### config.mk
export PLATFORM = sky130hd
export DESIGN_NAME = need_engine_flat
export DESIGN_NICKNAME = d
export VERILOG_FILES = /design/src/rtl/need_engine_pkg.sv /design/src/rtl/need_engine_if.sv /design/src/rtl/need_engine_channel.sv /design/src/rtl/need_engine.sv /design/src/flat_wrapper.sv
export SDC_FILE = /design/constraint.sdc
export NUM_CORES = 1
export LEC_CHECK = 0
export BUFFER_PORTS_ARGS = -buffer_cell sky130_fd_sc_hd__buf_2
export CAP_MARGIN = 10
export CORE_MARGIN = 2
export CORE_UTILIZATION = 55
export DETAILED_ROUTE_END_ITERATION = 10
export GPL_TIMING_DRIVEN = 0
export MAX_ROUTING_LAYER = met4
export PLACE_DENSITY = 0.85
export SLEW_MARGIN = 10
export SYNTH_ARGS = -nofsm -noshare
export SYNTH_HDL_FRONTEND = slang
export SYNTH_SLANG_ARGS = --single-unit
### constraint.sdc
create_clock -name clk -period 5.1 [get_ports clk]
set_clock_uncertainty 0.05 [all_clocks]
set_input_delay 0 -clock clk [delete_from_list [all_inputs] [get_ports clk]]
set_output_delay 0 -clock clk [all_outputs]
set_load 0.05 [all_outputs]
### src/rtl/need_engine_pkg.sv
// rtl/need_engine_pkg.sv - mode encodings and default channel roles for need_engine
// Shared by the need_engine top, its channel sub-module and the interface users.
package need_engine_pkg;

    typedef enum logic [1:0] {
        MODE_ACTIVE = 2'b00,
        MODE_SLEEP  = 2'b01,
        MODE_TEST   = 2'b10,
        MODE_DEAD   = 2'b11
    } mode_t;

    localparam int DEF_HEALTH_IDX = 0;
    localparam int DEF_ENERGY_IDX = 2;

endpackage

### src/rtl/need_engine_if.sv
// rtl/need_engine_if.sv - stimulus/status bundle between game logic and need_engine
// Ports (slave = engine side):
//   tick, action[NUM_NEEDS], sleep_btn, test_btn : pulses into the engine
//   levels[NUM_NEEDS*LEVEL_W], critical[NUM_NEEDS], worst_idx, mode : engine status
interface need_engine_if #(
    parameter int NUM_NEEDS = 5,
    parameter int LEVEL_W   = 3
);
    logic                          tick;
    logic [NUM_NEEDS-1:0]          action;
    logic                          sleep_btn;
    logic                          test_btn;
    logic [NUM_NEEDS*LEVEL_W-1:0]  levels;
    logic [NUM_NEEDS-1:0]          critical;
    logic [$clog2(NUM_NEEDS)-1:0]  worst_idx;
    logic [1:0]                    mode;

    modport master (
        output tick, action, sleep_btn, test_btn,
        input  levels, critical, worst_idx, mode
    );

    modport slave (
        input  tick, action, sleep_btn, test_btn,
        output levels, critical, worst_idx, mode
    );
endinterface

### src/rtl/need_engine_channel.sv
// rtl/need_engine_channel.sv - one need channel: decay prescaler plus saturating level
// Ports:
//   clk, rst_n   : clock, synchronous active-low reset
//   tick_en      : advance the prescaler this cycle
//   act          : action pulse (refill, or decrement when dec_mode)
//   dec_mode     : act decrements by one instead of refilling, prescaler untouched
//   inc_mode     : decay event raises the level instead of lowering it
//   load_max     : force level to MAX_LEVEL
//   level        : registered level
//   level_next   : combinational next level (used for look-ahead checks in the top)
module need_channel #(
    parameter int LEVEL_W     = 3,
    parameter int MAX_LEVEL   = 5,
    parameter int REFILL      = 2,
    parameter int DECAY_TICKS = 10,
    parameter int PRESET      = 0
) (
    input  logic               clk,
    input  logic               rst_n,
    input  logic               tick_en,
    input  logic               act,
    input  logic               dec_mode,
    input  logic               inc_mode,
    input  logic               load_max,
    output logic [LEVEL_W-1:0] level,
    output logic [LEVEL_W-1:0] level_next
);
    localparam int CNT_W = $clog2(DECAY_TICKS);
    localparam logic [CNT_W-1:0]   CNT_LAST   = CNT_W'(DECAY_TICKS - 1);
    localparam logic [CNT_W-1:0]   CNT_PRESET = CNT_W'(PRESET);
    localparam logic [LEVEL_W-1:0] LV_MAX     = LEVEL_W'(MAX_LEVEL);
    localparam logic [LEVEL_W:0]   REFILL_V   = (LEVEL_W + 1)'(REFILL);

    logic [CNT_W-1:0] cnt, cnt_next;
    logic             decay_ev;
    logic [LEVEL_W:0] refill_sum;

    always_comb begin
        decay_ev = tick_en && (cnt == CNT_LAST);
        cnt_next = cnt;
        if (tick_en)
            cnt_next = decay_ev ? '0 : cnt + 1'b1;
        // A refill restarts the decay period so a fed need gets a full interval.
        if (act && !dec_mode)
            cnt_next = '0;

        // Extra bit keeps level+REFILL from wrapping before the clamp.
        refill_sum = {1'b0, level} + REFILL_V;
        level_next = level;
        if (load_max) begin
            level_next = LV_MAX;
        end else if (act) begin
            if (dec_mode)
                level_next = (level == '0) ? level : level - 1'b1;
            else
                level_next = (refill_sum >= {1'b0, LV_MAX}) ? LV_MAX : refill_sum[LEVEL_W-1:0];
        end else if (decay_ev) begin
            if (inc_mode)
                level_next = (level >= LV_MAX) ? LV_MAX : level + 1'b1;
            else
                level_next = (level == '0) ? level : level - 1'b1;
        end
    end

    always_ff @(posedge clk) begin
        if (!rst_n) begin
            cnt   <= CNT_PRESET;
            level <= LV_MAX;
        end else begin
            cnt   <= cnt_next;
            level <= level_next;
        end
    end
endmodule

### src/rtl/need_engine.sv
// rtl/need_engine.sv - parametrised need levels with decay/refill and ACTIVE/SLEEP/TEST/DEAD mode FSM
// Ports:
//   clk, rst_n : clock, synchronous active-low reset
//   bus        : need_engine_if.slave (tick, action, sleep_btn, test_btn in;
//                levels, critical, worst_idx, mode out, all registered)
module need_engine
    import need_engine_pkg::*;
#(
    parameter int NUM_NEEDS   = 5,
    parameter int LEVEL_W     = 3,
    parameter int MAX_LEVEL   = 5,
    parameter int REFILL      = 2,
    parameter int DECAY_TICKS = 10,
    parameter int HEALTH_IDX  = DEF_HEALTH_IDX,
    parameter int ENERGY_IDX  = DEF_ENERGY_IDX,
    parameter int DEATH_ZEROS = 3
) (
    input  logic          clk,
    input  logic          rst_n,
    need_engine_if.slave  bus
);
    localparam int IDX_W   = $clog2(NUM_NEEDS);
    localparam int ZC_W    = $clog2(NUM_NEEDS + 1);
    localparam int STAGGER = DECAY_TICKS / NUM_NEEDS;
    localparam logic [LEVEL_W-1:0] LV_MAX  = LEVEL_W'(MAX_LEVEL);
    localparam logic [LEVEL_W-1:0] LV_CRIT = LEVEL_W'(1);
    localparam logic [ZC_W-1:0]    DZ      = ZC_W'(DEATH_ZEROS);

    mode_t                mode_q;
    logic [LEVEL_W-1:0]   lv      [NUM_NEEDS];
    logic [LEVEL_W-1:0]   lv_next [NUM_NEEDS];
    logic [NUM_NEEDS-1:0] act_v;
    logic                 tick_en, sleeping, in_test, load_max, death;
    logic [ZC_W-1:0]      zero_cnt;
    logic [IDX_W-1:0]     w_idx, worst_q;
    logic [LEVEL_W-1:0]   w_lv;
    logic [NUM_NEEDS-1:0] crit_c, crit_q;

    always_comb begin
        sleeping = (mode_q == MODE_SLEEP);
        in_test  = (mode_q == MODE_TEST);
        // Prescalers only run while time passes for the pet.
        tick_en  = bus.tick && (mode_q == MODE_ACTIVE || sleeping);
        act_v    = (mode_q == MODE_ACTIVE || in_test) ? bus.action : '0;
        load_max = in_test && bus.test_btn;
    end

    for (genvar g = 0; g < NUM_NEEDS; g++) begin : g_ch
        need_channel #(
            .LEVEL_W     (LEVEL_W),
            .MAX_LEVEL   (MAX_LEVEL),
            .REFILL      (REFILL),
            .DECAY_TICKS (DECAY_TICKS),
            .PRESET      (g * STAGGER)
        ) u_ch (
            .clk        (clk),
            .rst_n      (rst_n),
            .tick_en    (tick_en),
            .act        (act_v[g]),
            .dec_mode   (in_test),
            .inc_mode   (sleeping && (g == ENERGY_IDX)),
            .load_max   (load_max),
            .level      (lv[g]),
            .level_next (lv_next[g])
        );
        assign bus.levels[g*LEVEL_W +: LEVEL_W] = lv[g];
    end

    // Death looks at the levels about to be written, so DEAD and the fatal
    // level appear on the same clock edge.
    always_comb begin
        zero_cnt = '0;
        for (int i = 0; i < NUM_NEEDS; i++)
            zero_cnt = zero_cnt + ZC_W'(lv_next[i] == '0);
        death = (lv_next[HEALTH_IDX] == '0) || (zero_cnt >= DZ);
    end

    // Strict less-than keeps the lowest index on ties.
    always_comb begin
        w_idx = '0;
        w_lv  = lv[0];
        for (int i = 1; i < NUM_NEEDS; i++) begin
            if (lv[i] < w_lv) begin
                w_lv  = lv[i];
                w_idx = IDX_W'(i);
            end
        end
        for (int i = 0; i < NUM_NEEDS; i++)
            crit_c[i] = (lv[i] <= LV_CRIT);
    end

    always_ff @(posedge clk) begin
        if (!rst_n) begin
            mode_q  <= MODE_ACTIVE;
            crit_q  <= '0;
            worst_q <= '0;
        end else begin
            crit_q  <= crit_c;
            worst_q <= w_idx;
            case (mode_q)
                MODE_ACTIVE: begin
                    if (death)              mode_q <= MODE_DEAD;
                    else if (bus.test_btn)  mode_q <= MODE_TEST;
                    else if (bus.sleep_btn) mode_q <= MODE_SLEEP;
                end
                MODE_SLEEP: begin
                    if (death)
                        mode_q <= MODE_DEAD;
                    else if (bus.sleep_btn || lv_next[ENERGY_IDX] == LV_MAX)
                        mode_q <= MODE_ACTIVE;
                end
                MODE_TEST: begin
                    if (bus.test_btn) mode_q <= MODE_ACTIVE;
                end
                default: mode_q <= mode_q;
            endcase
        end
    end

    assign bus.mode      = mode_q;
    assign bus.critical  = crit_q;
    assign bus.worst_idx = worst_q;
endmodule

### src/flat_wrapper.sv
// flat-port wrapper written by rule: the top's interface ports become plain ports
module need_engine_flat import need_engine_pkg::*;
#(
    parameter int NUM_NEEDS   = 5,
    parameter int LEVEL_W     = 3,
    parameter int MAX_LEVEL   = 5,
    parameter int REFILL      = 2,
    parameter int DECAY_TICKS = 10,
    parameter int HEALTH_IDX  = DEF_HEALTH_IDX,
    parameter int ENERGY_IDX  = DEF_ENERGY_IDX,
    parameter int DEATH_ZEROS = 3
)
  (clk, rst_n, bus_tick, bus_action, bus_sleep_btn, bus_test_btn, bus_levels, bus_critical, bus_worst_idx, bus_mode);
  need_engine_if #(.NUM_NEEDS(NUM_NEEDS), .LEVEL_W(LEVEL_W)) bus_i ();
  input  logic clk;
  input  logic rst_n;
  input wire logic [$bits(bus_i.tick)-1:0] bus_tick;
  input wire logic [$bits(bus_i.action)-1:0] bus_action;
  input wire logic [$bits(bus_i.sleep_btn)-1:0] bus_sleep_btn;
  input wire logic [$bits(bus_i.test_btn)-1:0] bus_test_btn;
  output wire logic [$bits(bus_i.levels)-1:0] bus_levels;
  output wire logic [$bits(bus_i.critical)-1:0] bus_critical;
  output wire logic [$bits(bus_i.worst_idx)-1:0] bus_worst_idx;
  output wire logic [$bits(bus_i.mode)-1:0] bus_mode;
  assign bus_i.tick = bus_tick;
  assign bus_i.action = bus_action;
  assign bus_i.sleep_btn = bus_sleep_btn;
  assign bus_i.test_btn = bus_test_btn;
  assign bus_levels = bus_i.levels;
  assign bus_critical = bus_i.critical;
  assign bus_worst_idx = bus_i.worst_idx;
  assign bus_mode = bus_i.mode;
  need_engine #(.NUM_NEEDS(NUM_NEEDS), .LEVEL_W(LEVEL_W), .MAX_LEVEL(MAX_LEVEL), .REFILL(REFILL), .DECAY_TICKS(DECAY_TICKS), .HEALTH_IDX(HEALTH_IDX), .ENERGY_IDX(ENERGY_IDX), .DEATH_ZEROS(DEATH_ZEROS)) u_core (.clk(clk), .rst_n(rst_n), .bus(bus_i));
endmodule
==> impl_metrics.prom <==
# TYPE chip_impl_metric gauge
chip_impl_info{name="status",value="finished clean"} 1
chip_impl_info{name="holdCritPathClass",value="in -> reg"} 1
chip_impl_metric{name="slew_headroom",unit="%"} 56.7
chip_impl_info{name="type_of_origin_of_the_critical_path",value="flip-flop"} 1
chip_impl_metric{name="setup_violations",unit=""} 0
chip_impl_info{name="yosysTopAreaCell",value="sky130_fd_sc_hd__dfxtp_1"} 1
chip_impl_metric{name="drive_above_1_share",unit="%"} 12.8
chip_impl_metric{name="instances_no_fill",unit=""} 628
chip_impl_metric{name="avgViaCountPerCell",unit=""} 5.88
chip_impl_metric{name="gp_congestion",unit=""} 0.958
chip_impl_metric{name="mappedNetlistArea",unit="mm^2"} 0.00397
chip_impl_metric{name="initial_cell_density_of_the_core",unit="%"} 57.5
chip_impl_metric{name="detail_route.wl_per_cell",unit="um"} 15.6
chip_impl_metric{name="number_of_buffers_inserted_to_repair_setup_after_cts",unit=""} 0
chip_impl_info{name="worstHoldEndpoint",value="u_core.g_ch[1].u_ch.level[2]"} 1
chip_impl_metric{name="max_stage_delay",unit="ps"} 480
chip_impl_info{name="critPathKind",value="reg -> reg"} 1
chip_impl_info{name="worstPathCellList",value="inv_1 -> ha_1 -> nand2b_1 -> mux2_2 -> o311a_1 -> nor2_2 -> nor2_1 -> ha_1 -> inv_1 -> fa_1 -> inv_1 -> ha_1 -> inv_1 -> fa_1 -> o21ai_0 -> o21ai_0 -> a21boi_0 -> o31ai_2 -> o31ai_1 -> a21oi_1"} 1
chip_impl_metric{name="drc_marker_count_from_the_first_detailed_route_iteration",unit=""} 279
chip_impl_metric{name="cellLeakagePower",unit="nW"} 1.98
chip_impl_metric{name="clk_transition_reported_paths",unit="ps"} 90
chip_impl_metric{name="synth_nets",unit=""} 573
chip_impl_info{name="highest_delay_cell_along_the_critical_path",value="sky130_fd_sc_hd__fa_1"} 1
chip_impl_metric{name="io-pin-count",unit=""} 35
chip_impl_metric{name="die_h",unit="um"} 89.0
chip_impl_metric{name="count_of_flip_flops_with_a_built_in_enable_after_synthesis",unit=""} 0
chip_impl_metric{name="cts_buffer_depth",unit=""} 2
chip_impl_metric{name="firstDrtPassIters",unit=""} 5
chip_impl_metric{name="slew_violations",unit=""} 0
chip_impl_metric{name="clkLatencyLatePin",unit="ps"} 310
chip_impl_metric{name="cts_htree_levels",unit=""} 2
chip_impl_metric{name="port_buffers",unit=""} 32
chip_impl_metric{name="ys_seq_area_share",unit="%"} 22.7
chip_impl_metric{name="hold_viol",unit=""} 0
chip_impl_info{name="path_common_cell",value="sky130_fd_sc_hd__inv_1"} 1
chip_impl_metric{name="ys_seq_elements",unit=""} 45
chip_impl_metric{name="synth_area_per_cell",unit="um^2"} 8.05
chip_impl_metric{name="worstMarginPinSlew",unit="ps"} 650
chip_impl_metric{name="grt_first_pass_wirelength",unit="um"} 16300
chip_impl_metric{name="synthesis.instances",unit=""} 493
chip_impl_metric{name="core_area",unit="mm^2"} 0.00691
chip_impl_metric{name="worst_r2r_path_depth",unit=""} 20
chip_impl_metric{name="ys_types",unit=""} 74
chip_impl_info{name="r2r_start",value="u_core.g_ch[0].u_ch.level[1]"} 1
chip_impl_metric{name="detailedPlacementHpwl",unit="um"} 7480
chip_impl_metric{name="number_of_global_route_vias_before_repair",unit=""} 3516
chip_impl_metric{name="r2r_slack",unit="ps"} 370
chip_impl_metric{name="hold-path-cell-count",unit=""} 3
chip_impl_info{name="setup_repair_after_global_routing_missed_its_margin",value="no"} 1
chip_impl_metric{name="clock_sinks",unit=""} 45
chip_impl_metric{name="total_grt_overflow",unit=""} 0
chip_impl_info{name="hp-start",value="bus_action[1]"} 1
chip_impl_metric{name="globalRouteTotalUtil",unit="%"} 26.7
chip_impl_metric{name="tritoncts.num_buffers",unit=""} 5
chip_impl_info{name="worst_r2r_endpoint",value="u_core.bus.mode[1]"} 1
chip_impl_metric{name="postSynth.asyncResetShare",unit="%"} 0
chip_impl_metric{name="holdBufCountCts",unit=""} 0
chip_impl_info{name="synthTopCellsByArea",value="sky130_fd_sc_hd__dfxtp_1 23%, sky130_fd_sc_hd__ha_1 21%, sky130_fd_sc_hd__a21oi_1 4.7%"} 1
chip_impl_metric{name="place_inst",unit=""} 621
chip_impl_metric{name="totalNegativeSetupSlack",unit="ps"} 0
chip_impl_metric{name="antenna_found_initial",unit=""} 0
chip_impl_metric{name="path_max_fanout",unit=""} 8
chip_impl_metric{name="ys_warn_count",unit=""} 0
chip_impl_info{name="root_buf_cell",value="sky130_fd_sc_hd__clkbuf_8"} 1
chip_impl_metric{name="timing.final.crit_period",unit="ps"} 4730
chip_impl_metric{name="required",unit="ps"} 5240
chip_impl_metric{name="antenna-diode-count",unit=""} 0
chip_impl_metric{name="std_cell_rows",unit=""} 30
chip_impl_info{name="critPathCaptureType",value="flip-flop"} 1
chip_impl_metric{name="final_clock_period_utilization_by_the_worst_path",unit="%"} 92.8
chip_impl_metric{name="max_freq",unit="MHz"} 211
chip_impl_metric{name="crit_arrival",unit="ps"} 4870
chip_impl_metric{name="n_fill_cell",unit=""} 607
chip_impl_info{name="synth_top_flop_cell",value="sky130_fd_sc_hd__dfxtp_1"} 1
chip_impl_metric{name="finalHoldWorstSlack",unit="ps"} 21.4
chip_impl_metric{name="fin_nets",unit=""} 612
chip_impl_metric{name="layout-area-overhead-vs-synth",unit="%"} 10.1
chip_impl_metric{name="vdd.ir_drop.worst",unit="mV"} 0.537
chip_impl_metric{name="maximum_number_of_pins_on_one_net_before_global_route_repair",unit=""} 14
chip_impl_metric{name="powerDensity",unit="mW/mm^2"} 619
chip_impl_metric{name="timing.max_cap.violations",unit=""} 0
chip_impl_metric{name="drt_drc_violations_left",unit=""} 0
chip_impl_metric{name="detail-route-antenna-nets",unit=""} 0
chip_impl_metric{name="chipWidth",unit="um"} 89.0
chip_impl_metric{name="vias",unit=""} 3694
chip_impl_info{name="tritoncts",value="done"} 1
chip_impl_metric{name="routed_wl",unit="um"} 9820
chip_impl_metric{name="yosys.area.top_type_share",unit="%"} 22.7
chip_impl_metric{name="design.die.area",unit="mm^2"} 0.00791
-- metrics by stage --
stage	setup slack, ps	utilization, %	power, mW	area (um^2)
global route	0.845	63.3	2.94	4370
detailed placement	346	61.5	2.39	4250
finish	369	63.3	2.70	4370
CTS	305	63.0	2.67	4350
global placement	416	61.5	2.30	4250
floorplan	452	-	1.97	3970
-- kinds of logic after synthesis --
kind of cell	Yosys count	synth area share (%)
AO/OA/AOI/OAI	135	22.6
XOR/XNOR	8	1.76
adder cells (fa/ha/maj)	70	22.4
buffers and inverters	59	5.92
flip-flops	45	22.7
multiplexers	6	1.61
AND/OR/NAND/NOR	170	23.0
-- cells in the mapped netlist, drive strengths merged, types with 3 or more instances --
cell type,instances
a211o,3
nor2,36
o21ai,33
o21a,3
nand3,8
mux2i,3
and3b,4
inv,42
mux2,3
buf,7
and2,5
nand4,5
nand2,46
o31ai,9
and3,3
a22oi,5
xnor2,3
and4,3
xor2,5
a21oi,37
a2111oi,4
dfxtp,45
clkbuf,9
nor3b,4
a21o,3
or3,6
a211oi,5
o21bai,6
o22ai,3
nor3,14
or2,3
ha,68
a31oi,3
nor2b,13
nand2b,13
-- critical path: cells and delay by family, from the launching register on --
family | cells | cell delay (ps)
and+or+nand+nor | 3 | 470
AOI/OAI and AO/OA | 7 | 1250
adders and majority gates | 5 | 1630
buffers and inverters | 4 | 390
muxes | 1 | 360
DFF | 1 | 460
-- timing repair --
action	4_1_cts	5_1_grt
hold endpoints to repair	0	0
setup endpoints to repair	0	4
resized for setup	0	4
-- where the power goes --
part	internal, mW	switching (mW)
sequential	0.460	0.148
clock	0.143	0.126
combinational	0.656	1.17
-- sequential cells by signal, indices dropped and copies added (netlist names) --
signal                  cells
u_core.bus.mode             2
u_core.bus.critical         5
u_core.bus.worst_idx        3
u_core.g_ch.u_ch.level     15
u_core.g_ch.u_ch.cnt       20
-- how the worst max path moves through the flow --
stage,startpoint,endpoint,slack (ps),depth (start not counted)
floorplan,u_core.g_ch[0].u_ch.level[0],u_core.bus.mode[0],450,20
global placement,u_core.bus.mode[1],u_core.bus.mode[1],420,23
detailed placement,u_core.g_ch[0].u_ch.level[1],u_core.bus.worst_idx[1],350,16
CTS,u_core.g_ch[0].u_ch.level[1],u_core.bus.worst_idx[1],310,17
global route,u_core.bus.mode[0],u_core.bus.mode[1],0.8,23
finish,u_core.g_ch[0].u_ch.level[1],u_core.bus.mode[1],370,20
-- placed cells by master, fill, tap and decap left out, types with 7 or more instances in the layout --
| cell type | count |
|---|---|
| sky130_fd_sc_hd__a21oi_1 | 37 |
| sky130_fd_sc_hd__buf_2 | 37 |
| sky130_fd_sc_hd__clkbuf_1 | 9 |
| sky130_fd_sc_hd__dfxtp_1 | 44 |
| sky130_fd_sc_hd__ha_1 | 67 |
| sky130_fd_sc_hd__inv_1 | 42 |
| sky130_fd_sc_hd__nand2_1 | 46 |
| sky130_fd_sc_hd__nand2b_1 | 12 |
| sky130_fd_sc_hd__nand3_1 | 7 |
| sky130_fd_sc_hd__nor2_1 | 35 |
| sky130_fd_sc_hd__nor2b_1 | 13 |
| sky130_fd_sc_hd__nor3_1 | 12 |
| sky130_fd_sc_hd__o21ai_0 | 27 |
| sky130_fd_sc_hd__o31ai_1 | 7 |
-- area by class of cell --
type	instances	area, um^2	area share (%)
buffer	16	73.8	1.69
clock buffer	5	68.8	1.57
clock inverter	2	35.0	0.801
inverter	43	161	3.69
multi-input combinational	389	2850	65.2
sequential	45	902	20.6
tap	96	120	2.75
timing repair buffer	32	160	3.66
-- routing by layer --
| layer | routed length [um] | GRT usage, % | up-vias |
|---|---|---|---|
| li1 | - | - | 1813 |
| met1 | 4420 | 33.8 | 1738 |
| met2 | 4700 | 44.8 | 116 |
| met3 | 478 | 3.69 | 27 |
| met4 | 228 | 7.73 | 0 |
| met5 | 0 | - | - |
Note: power is estimated with default switching activity, not from simulation.
